<file path="src/rtl/pll_lock_sequencer_if.sv">
// PLL supervision bundle: raw PLL lock status in, sequenced reset/status out.
// Latency: pure wiring, no storage.
// Backpressure: none; level-signalled status only.
interface pll_lock_sequencer_if #(
    parameter int CNT_W = 8
);
    logic             pll_lock;
    logic             pll_lock_stdy;
    logic             stdy_rst;
    logic             sys_rst_n;
    logic             locked;
    logic             timeout;
    logic [CNT_W-1:0] loss_count;

    // Sequencer side: consumes PLL status, drives reset and status.
    modport master (
        input  pll_lock,
        input  pll_lock_stdy,
        output stdy_rst,
        output sys_rst_n,
        output locked,
        output timeout,
        output loss_count
    );

    // PLL / observer side.
    modport slave (
        output pll_lock,
        output pll_lock_stdy,
        input  stdy_rst,
        input  sys_rst_n,
        input  locked,
        input  timeout,
        input  loss_count
    );
endinterface

</file>
<file path="src/rtl/pll_lock_sequencer.sv">
// Clears the PLL sticky flag, qualifies lock, then releases a system reset.
// Latency: lock_s to sys_rst_n release = STABLE_CYCLES+1; lock loss to reset = SYNC_STAGES+1.
// Backpressure: none; all outputs are registered levels.
module pll_lock_sequencer #(
    parameter int SYNC_STAGES     = 2,
    parameter int STABLE_CYCLES   = 1024,
    parameter int TIMEOUT_CYCLES  = 1000000,
    parameter int STDY_RST_CYCLES = 4,
    parameter int CNT_W           = 8
) (
    input  logic                  clk,
    input  logic                  rst_n,
    pll_lock_sequencer_if.master  bus
);

    // The phase counter serves both the CLEAR pulse and the STABLE window.
    localparam int CNT_MAX = (STABLE_CYCLES > STDY_RST_CYCLES) ? STABLE_CYCLES : STDY_RST_CYCLES;
    localparam int CW      = $clog2(CNT_MAX + 1);
    localparam int TW      = $clog2(TIMEOUT_CYCLES + 1);

    localparam logic [CW-1:0]    STABLE_LAST = CW'(STABLE_CYCLES - 1);
    localparam logic [CW-1:0]    STDY_LAST   = CW'(STDY_RST_CYCLES - 1);
    localparam logic [CW-1:0]    CNT_ONE     = CW'(1);
    localparam logic [TW-1:0]    TMR_MAX     = TW'(TIMEOUT_CYCLES);
    localparam logic [TW-1:0]    TMR_ONE     = TW'(1);
    localparam logic [CNT_W-1:0] LOSS_MAX    = {CNT_W{1'b1}};
    localparam logic [CNT_W-1:0] LOSS_ONE    = CNT_W'(1);

    typedef enum logic [1:0] {
        ST_CLEAR     = 2'd0,
        ST_WAIT_LOCK = 2'd1,
        ST_STABLE    = 2'd2,
        ST_RUN       = 2'd3
    } state_t;

    logic [SYNC_STAGES-1:0] lock_sync;
    logic [SYNC_STAGES-1:0] stdy_sync;
    logic                   lock_s;
    logic                   stdy_s;

    state_t           state_q,     state_nxt;
    logic [CW-1:0]    cnt_q,       cnt_nxt;
    logic [TW-1:0]    tmr_q,       tmr_nxt;
    logic [TW-1:0]    tmr_inc;
    logic [CNT_W-1:0] loss_q,      loss_nxt;
    logic             timeout_q,   timeout_nxt;
    logic             stdy_rst_q,  stdy_rst_nxt;
    logic             sys_rst_n_q, sys_rst_n_nxt;
    logic             locked_q,    locked_nxt;

    // Bring both PLL status lines into the clk domain.
    always_ff @(posedge clk or negedge rst_n) begin
        if (!rst_n) begin
            lock_sync <= '0;
            stdy_sync <= '0;
        end else begin
            lock_sync <= {lock_sync[SYNC_STAGES-2:0], bus.pll_lock};
            stdy_sync <= {stdy_sync[SYNC_STAGES-2:0], bus.pll_lock_stdy};
        end
    end

    assign lock_s = lock_sync[SYNC_STAGES-1];
    assign stdy_s = stdy_sync[SYNC_STAGES-1];

    // Timeout timer holds once it reaches its limit.
    assign tmr_inc = (tmr_q == TMR_MAX) ? tmr_q : tmr_q + TMR_ONE;

    // Next-state, counters and next output values; outputs are decoded from
    // state_nxt so every output pin comes straight from a flop.
    always_comb begin
        state_nxt   = state_q;
        cnt_nxt     = cnt_q;
        tmr_nxt     = tmr_q;
        loss_nxt    = loss_q;
        timeout_nxt = timeout_q;

        case (state_q)
            ST_CLEAR: begin
                if (cnt_q == STDY_LAST) begin
                    state_nxt = ST_WAIT_LOCK;
                    cnt_nxt   = '0;
                    tmr_nxt   = '0;
                end else begin
                    cnt_nxt = cnt_q + CNT_ONE;
                end
            end
            ST_WAIT_LOCK: begin
                tmr_nxt = tmr_inc;
                if (tmr_inc == TMR_MAX) timeout_nxt = 1'b1;
                if (lock_s) begin
                    state_nxt = ST_STABLE;
                    cnt_nxt   = '0;
                end
            end
            ST_STABLE: begin
                tmr_nxt = tmr_inc;
                if (tmr_inc == TMR_MAX) timeout_nxt = 1'b1;
                // A lock drop wins over reaching the end of the window.
                if (!lock_s) begin
                    state_nxt = ST_WAIT_LOCK;
                    cnt_nxt   = '0;
                end else if (cnt_q == STABLE_LAST) begin
                    state_nxt = ST_RUN;
                    cnt_nxt   = '0;
                end else begin
                    cnt_nxt = cnt_q + CNT_ONE;
                end
            end
            ST_RUN: begin
                if (!lock_s || !stdy_s) begin
                    state_nxt = ST_CLEAR;
                    cnt_nxt   = '0;
                    loss_nxt  = (loss_q == LOSS_MAX) ? loss_q : loss_q + LOSS_ONE;
                end
            end
            default: begin
                state_nxt = ST_CLEAR;
                cnt_nxt   = '0;
            end
        endcase

        stdy_rst_nxt  = (state_nxt == ST_CLEAR);
        sys_rst_n_nxt = (state_nxt == ST_RUN);
        locked_nxt    = (state_nxt == ST_RUN);
    end

    // State, counters and all output flops.
    always_ff @(posedge clk or negedge rst_n) begin
        if (!rst_n) begin
            state_q     <= ST_CLEAR;
            cnt_q       <= '0;
            tmr_q       <= '0;
            loss_q      <= '0;
            timeout_q   <= 1'b0;
            stdy_rst_q  <= 1'b1;
            sys_rst_n_q <= 1'b0;
            locked_q    <= 1'b0;
        end else begin
            state_q     <= state_nxt;
            cnt_q       <= cnt_nxt;
            tmr_q       <= tmr_nxt;
            loss_q      <= loss_nxt;
            timeout_q   <= timeout_nxt;
            stdy_rst_q  <= stdy_rst_nxt;
            sys_rst_n_q <= sys_rst_n_nxt;
            locked_q    <= locked_nxt;
        end
    end

    assign bus.stdy_rst   = stdy_rst_q;
    assign bus.sys_rst_n  = sys_rst_n_q;
    assign bus.locked     = locked_q;
    assign bus.timeout    = timeout_q;
    assign bus.loss_count = loss_q;

endmodule

</file>
<file path="src/flat_wrapper.sv">
// flat-port wrapper written by rule: the top's interface ports become plain ports
module pll_lock_sequencer_flat 
#(
    parameter int SYNC_STAGES     = 2,
    parameter int STABLE_CYCLES   = 1024,
    parameter int TIMEOUT_CYCLES  = 1000000,
    parameter int STDY_RST_CYCLES = 4,
    parameter int CNT_W           = 8
)
  (clk, rst_n, bus_pll_lock, bus_pll_lock_stdy, bus_stdy_rst, bus_sys_rst_n, bus_locked, bus_timeout, bus_loss_count);
  pll_lock_sequencer_if #(.CNT_W(CNT_W)) bus_i ();
  input  logic clk;
  input  logic rst_n;
  input wire logic [$bits(bus_i.pll_lock)-1:0] bus_pll_lock;
  input wire logic [$bits(bus_i.pll_lock_stdy)-1:0] bus_pll_lock_stdy;
  output wire logic [$bits(bus_i.stdy_rst)-1:0] bus_stdy_rst;
  output wire logic [$bits(bus_i.sys_rst_n)-1:0] bus_sys_rst_n;
  output wire logic [$bits(bus_i.locked)-1:0] bus_locked;
  output wire logic [$bits(bus_i.timeout)-1:0] bus_timeout;
  output wire logic [$bits(bus_i.loss_count)-1:0] bus_loss_count;
  assign bus_i.pll_lock = bus_pll_lock;
  assign bus_i.pll_lock_stdy = bus_pll_lock_stdy;
  assign bus_stdy_rst = bus_i.stdy_rst;
  assign bus_sys_rst_n = bus_i.sys_rst_n;
  assign bus_locked = bus_i.locked;
  assign bus_timeout = bus_i.timeout;
  assign bus_loss_count = bus_i.loss_count;
  pll_lock_sequencer #(.SYNC_STAGES(SYNC_STAGES), .STABLE_CYCLES(STABLE_CYCLES), .TIMEOUT_CYCLES(TIMEOUT_CYCLES), .STDY_RST_CYCLES(STDY_RST_CYCLES), .CNT_W(CNT_W)) u_core (.clk(clk), .rst_n(rst_n), .bus(bus_i));
endmodule
</file>
<file path="config.mk">
export PLATFORM = sky130hd
export DESIGN_NAME = pll_lock_sequencer_flat
export DESIGN_NICKNAME = d
export VERILOG_FILES = /design/src/rtl/pll_lock_sequencer_if.sv /design/src/rtl/pll_lock_sequencer.sv /design/src/flat_wrapper.sv
export SDC_FILE = /design/constraint.sdc
export NUM_CORES = 1
export LEC_CHECK = 0
export ABC_CLOCK_PERIOD_IN_PS = 2800
export BUFFER_PORTS_ARGS = -buffer_cell sky130_fd_sc_hd__buf_2
export CAP_MARGIN = 0
export CORE_ASPECT_RATIO = 0.6
export CORE_MARGIN = 4
export CORE_UTILIZATION = 60
export CTS_BUF_LIST = sky130_fd_sc_hd__clkbuf_16
export DETAILED_ROUTE_END_ITERATION = 8
export PLACE_DENSITY = 0.78
export SLEW_MARGIN = 15
export SYNTH_ARGS = -nofsm -noshare
export SYNTH_HDL_FRONTEND = slang
export SYNTH_SLANG_ARGS = --single-unit
</file>
<file path="constraint.sdc">
create_clock -name clk -period 2.8 [get_ports clk]
set_input_delay 0.56 -clock clk [delete_from_list [all_inputs] [get_ports clk]]
set_output_delay 0.56 -clock clk [all_outputs]
set_load 0.03 [all_outputs]
</file>
# Word-level counts from Yosys, hierarchy flattened
# Index checks and enable logic that the tools add are counted.
# word_totals
register_bits,48
in_bits,4
output_inout_bits,12
elab_cells,51
# classes
addsub,3
eq_ne,12
n_mux,15
bitwise,1
n_reduce_logical,11
# op_table
operator,n
$mux W11,5
$pmux W11 S4,1
$eq A20 B20 Y1 const B,2
$mux W20,2
$pmux W20 S2,1
$add A20 B1 Y20 const B,1
$add A11 B1 Y11 const B,1
$eq A11 B10 Y1 const B,1
$eq A11 B2 Y1 const B,1
$mux W2,5
$add A8 B1 Y8 const B,1
$eq A8 B8 Y1 const B,1
$pmux W2 S4,1
$eq A2 B2 Y1 const B,3
$ne A2 B1 Y1 const B,3
$reduce_and A2 Y1,3
$logic_not A2 Y1,2
$reduce_and A3 Y1,1
$eq A2 B1 Y1 const B,1
$logic_not A1 Y1,2
$reduce_bool A2 Y1,1
$reduce_or A2 Y1,1
$logic_or A1 B1 Y1,1
$not A1 Y1,1

# Logic depth before layout (Yosys ltp)
# depth
ltp_word,5
ltp_mapped,7
ltp_nobuf,7

# Worst setup path before layout
# OpenSTA, ideal clock, no wires.
# synth_timing
kind,reg-to-reg
startpoint,reg u_core.cnt_q[0]
endpoint,reg u_core.cnt_q[2]
setup_ns,0.126
arrival_time_ns,1.879
required_time_ns,2.674
path_slack_ns,0.795
stages_incl_launch_ff,7
path_buffers,0
period_less_slack_ns,2.005
cell_sequence,dfrtp_1 -> ha_1 -> nand2_1 -> or4_1 -> or3_1 -> a21oi_2 -> nor2_1
# synth_via
elab_chain_cells,4
word_cells_on_any_way,7
classes_between,1 x add/sub; 2 x eq/ne; 4 x mux
# synth_lines
element,line,source
from (decl),pll_lock_sequencer.sv:42,"logic [CW-1:0] cnt_q, cnt_nxt;"
from (signal assigned),pll_lock_sequencer.sv:140,cnt_q <= cnt_nxt;
$add A11 B1 Y11 or $eq A11 B10 Y1 (tied branches),"pll_lock_sequencer.sv:84, pll_lock_sequencer.sv:106, pll_lock_sequencer.sv:102",
$mux W11,pll_lock_sequencer.sv:102,end else if (cnt_q == STABLE_LAST) begin
$mux W11,pll_lock_sequencer.sv:99,if (!lock_s) begin
$pmux W11 S4 *,pll_lock_sequencer.sv:77,case (state_q)
# Mark *: on every way between the ends. The rest lies on a longest branch, timed or not.
# A chain may end at the register's enable or synchronous reset.

# Worst setup path after layout
# layout_timing
startpoint,reg u_core.tmr_q[0]
endpoint,reg u_core.timeout_q (netlist: u_core.bus.timeout)
# layout_via
elab_chain_cells,4
word_cells_on_any_way,5
classes_between,1 x add/sub; 2 x eq/ne; 1 x mux; 1 x reduce/logical
# layout_lines
element,line,source
from (decl),pll_lock_sequencer.sv:43,"logic [TW-1:0] tmr_q, tmr_nxt;"
from (signal assigned),pll_lock_sequencer.sv:141,tmr_q <= tmr_nxt;
$add A20 B1 Y20 or $eq A20 B20 Y1 (tied branches),pll_lock_sequencer.sv:66,assign tmr_inc = (tmr_q == TMR_MAX) ? tmr_q : tmr_q + TMR_ONE;
$mux W20 *,pll_lock_sequencer.sv:66,
$eq A20 B20 Y1 *,"pll_lock_sequencer.sv:89, pll_lock_sequencer.sv:97",
$reduce_and A2 Y1 (no line) *,-,
to (signal assigned),pll_lock_sequencer.sv:143,timeout_q <= timeout_nxt;
to (decl),pll_lock_sequencer.sv:46,"logic timeout_q, timeout_nxt;"
# Marks and branches as above.

==> results.sh <==
export IMPL_status="completed"
export IMPL_swShare_pct=39.25
export IMPL_critPathTopFamily="simple AND/OR/NAND/NOR gates"
export IMPL_dr_first_iter_drc_count=287
export IMPL_synth_avg_cell_area_um2=9.396
export IMPL_via_per_inst=6.433
export IMPL_slew_violations=0
export IMPL_post_dp_hpwl_um=4784
export IMPL_cts_tree="built"
export IMPL_final_antenna_net_count=0
export IMPL_crit_type="reg2reg"
export IMPL_synth_top_cell_area_share_pct=38.88
export IMPL_portBuffers=15
export IMPL_async_reset_ff_share_pct=100.0
export IMPL_num_nets_final=339
export IMPL_clk_latency_ns=0.28
export IMPL_pwr_share_seq_pct=33.4
export IMPL_powerDensity_nw_per_um2=856.8
export IMPL_path_buf_inv=0
export IMPL_worstMarginPinSlew_ns=0.6211
export IMPL_synth_area_leaders="dfrtp_1 39%, ha_1 3.7%, o21ai_0 3.3%"
export IMPL_synth_cells=322
export IMPL_cp_max_fo=10
export IMPL_power_switching_mw=1.102
export IMPL_io_pin_count=16
export IMPL_ys_types=66
export IMPL_grt_pass1_wl_um=11130
export IMPL_antenna_cells=0
export IMPL_clock_skew_ns=0.002709
export IMPL_synth_edf_count=0
export IMPL_synth_flop_cell="dfrtp_1"
export IMPL_grt_use_met3_pct=7.246
export IMPL_vias=2509
export IMPL_yosysWarnings=0
export IMPL_p_leak_nw=1.483
export IMPL_post_cts_resized=0
export IMPL_intPower_mw=1.706
export IMPL_setup_viol=0
export IMPL_final_cell_mix="47 x dfrtp_1, 24 x nand2_1, 22 x nor2_1"
export IMPL_ys_seq_area_share_pct=39.74
export IMPL_gp_congestion=1.009
export IMPL_yosysTopAreaCell="dfrtp_1"
export IMPL_endpoint_kind="flip-flop"
export IMPL_hold_buffers=0
export IMPL_worstSetupStartpointType="flip-flop"
export IMPL_antenna_found_initial=0
export IMPL_syn_num_nets=335
export IMPL_top_usage_layer="met1"
export IMPL_cts_sinks=48
export IMPL_post_cts_buffers=0
export IMPL_syn_area_um2=3025
export IMPL_final_common_cell="dfrtp_1"
export IMPL_maxCapViolCount=0
export IMPL_power_frac_clock_pct=26.9
export IMPL_clockBufferDepth=2
export IMPL_finalHoldViolations=0
export IMPL_gr_usage_met2_pct=26.74
export IMPL_relSlewSlack_pct=58.45
export IMPL_min_period_over_period_pct=85.53
export IMPL_wire_per_inst_um=16.92
export IMPL_core_area_um2=4707
export IMPL_drive_gt1_share_pct=13.76
export IMPL_floorplan_initialDensity_pct=64.27
export IMPL_die_h_um=63.01
export IMPL_overflow=0
export IMPL_dpl_cell_count=382
export IMPL_firstDrtPassIters=5
export IMPL_die_area_um2=6280
export IMPL_path_clk_slew_ns=0.06
export IMPL_first_global_vias=2175
export IMPL_grtUsageMet1_pct=36.41
export IMPL_cts_buffers=5
export IMPL_cpPeakStageDelay_ns=0.50
export IMPL_worstReg2RegStart="u_core.tmr_q[0]$_DFFE_PN0P_"
export IMPL_wl_um=6599
export IMPL_ys_ff_latch=48
export IMPL_grt_usage_pct=21.82
export IMPL_rsz0062_at_grt="no"
export IMPL_setup_worst_path_start="u_core.tmr_q[0]$_DFFE_PN0P_"
export IMPL_holdCritPathClass="in2async"
export IMPL_fin_util_pct=69.62
export IMPL_clockRootBuffer="clkbuf_16"
export IMPL_fmax_ghz=0.4176
export IMPL_grt_max_degree=32
export IMPL_final_min_clock_period_ns=2.395
export IMPL_h_tree_depth=2
export IMPL_syn2layout_area_growth_pct=8.313
export IMPL_finalNonFillerCells=390
export IMPL_setup_tns_ns=0
export IMPL_drcViolationCount=0
export IMPL_p_comb_share_pct=39.7
export IMPL_critical_path_required_ns=2.97
export IMPL_worstPathArrival_ns=2.57
export IMPL_rows=19
export IMPL_crit_path_cell_trace="ha_1 > nand3_1 > nor4_4 > xnor2_1 > a211o_1 > o41ai_1"
export IMPL_die_w_um=99.67
export IMPL_cp_slowest_cell="dfrtp_1"
export IMPL_ir_drop_mv=0.6282
layout make-up:
class	instances	area (µm²)
Clock buffer	5	125.1
Clock inverter	3	63.81
Fill cell	375	1430
Inverter	9	33.78
Multi-Input combinational cell	245	1683
Sequential cell	48	1202
Tap cell	63	78.83
Timing Repair Buffer	17	90.09
power groups by stage:
stage	combinational [mW]	sequential [mW]	clock (mW)
global placement	1.08	0.940	0
CTS	1.10	0.933	0.772
detailed placement	1.09	0.942	0
floorplan	0.894	0.950	0
finish	1.12	0.936	0.755
global route	1.22	0.956	0.809
worst paths after layout:
check                           depth (start not counted)  slack, ns                              to
max in group asynchronous                               2       1.84   u_core.bus.stdy_rst$_DFF_PN1_
worst max-delay path                                    6       0.41  u_core.bus.timeout$_DFFE_PN0P_
worst min-delay path                                    1       0.20     u_core.cnt_q[5]$_DFFE_PN0P_
worst min register to register                          0       0.36   u_core.stdy_sync[1]$_DFF_PN0_
min in group clk                                        0       0.36   u_core.stdy_sync[1]$_DFF_PN0_
worst max register to register                          6       0.41  u_core.bus.timeout$_DFFE_PN0P_
sequential cells by signal, summed over array words and instances, names as in the netlist:
signal                 cells
u_core.bus.loss_count      8
u_core.lock_sync           2
u_core.cnt_q              11
u_core.bus.sys_rst_n       1
u_core.state_q             2
u_core.stdy_sync           2
u_core.bus.timeout         1
u_core.tmr_q              20
u_core.bus.stdy_rst        1
routing by layer:
metal	up-vias	wire (µm)
met5	-	0
met4	0	26
met3	4	628
met2	115	2536
met1	1186	3407
li1	1204	-
synth_stat cells, types with 4 or more instances:
| cell | n |
|---|---|
| nor4_1 | 4 |
| o21ai_0 | 20 |
| ha_1 | 9 |
| xnor2_1 | 8 |
| nand2b_1 | 5 |
| nand2_1 | 24 |
| nor2_1 | 22 |
| a21oi_1 | 7 |
| buf_2 | 6 |
| nor3_1 | 9 |
| nor3b_1 | 8 |
| nand4_1 | 12 |
| o31ai_1 | 10 |
| dfrtp_1 | 47 |
| inv_1 | 9 |
| and3_1 | 7 |
| nand3_1 | 18 |
| a21o_1 | 7 |
| xor2_1 | 9 |
| clkbuf_1 | 9 |
| and3_2 | 6 |
| or3_1 | 4 |
per-stage QoR:
step / setup slack (ns) / power (mW) / instance area, µm² / hold WS [ns]
after floorplan: 0.7947 / 1.844 / 3025 / 0.2644
after global placement: 0.5363 / 2.024 / 3088 / 0.3390
after detailed placement: 0.4218 / 2.036 / 3088 / 0.3463
after CTS: 0.4366 / 2.801 / 3277 / 0.2102
after global routing: 0.1807 / 2.984 / 3277 / 0.2326
final: 0.4051 / 2.807 / 3277 / 0.1969
cells by family (layout without fill, tap and decap cells):
logic type | Yosys count | after routing | synth area share, %
adder cells (fa/ha/maj) | 9 | 9 | 3.722
AO/OA/AOI/OAI | 76 | 76 | 19.07
flip-flops | 48 | 48 | 39.74
AND/OR/NAND/NOR | 139 | 139 | 26.55
XOR/XNOR | 17 | 17 | 4.922
buffers and inverters | 29 | 34 | 4.631
multiplexers | 4 | 4 | 1.365
No activity file was read; power rests on OpenSTA's default activity.
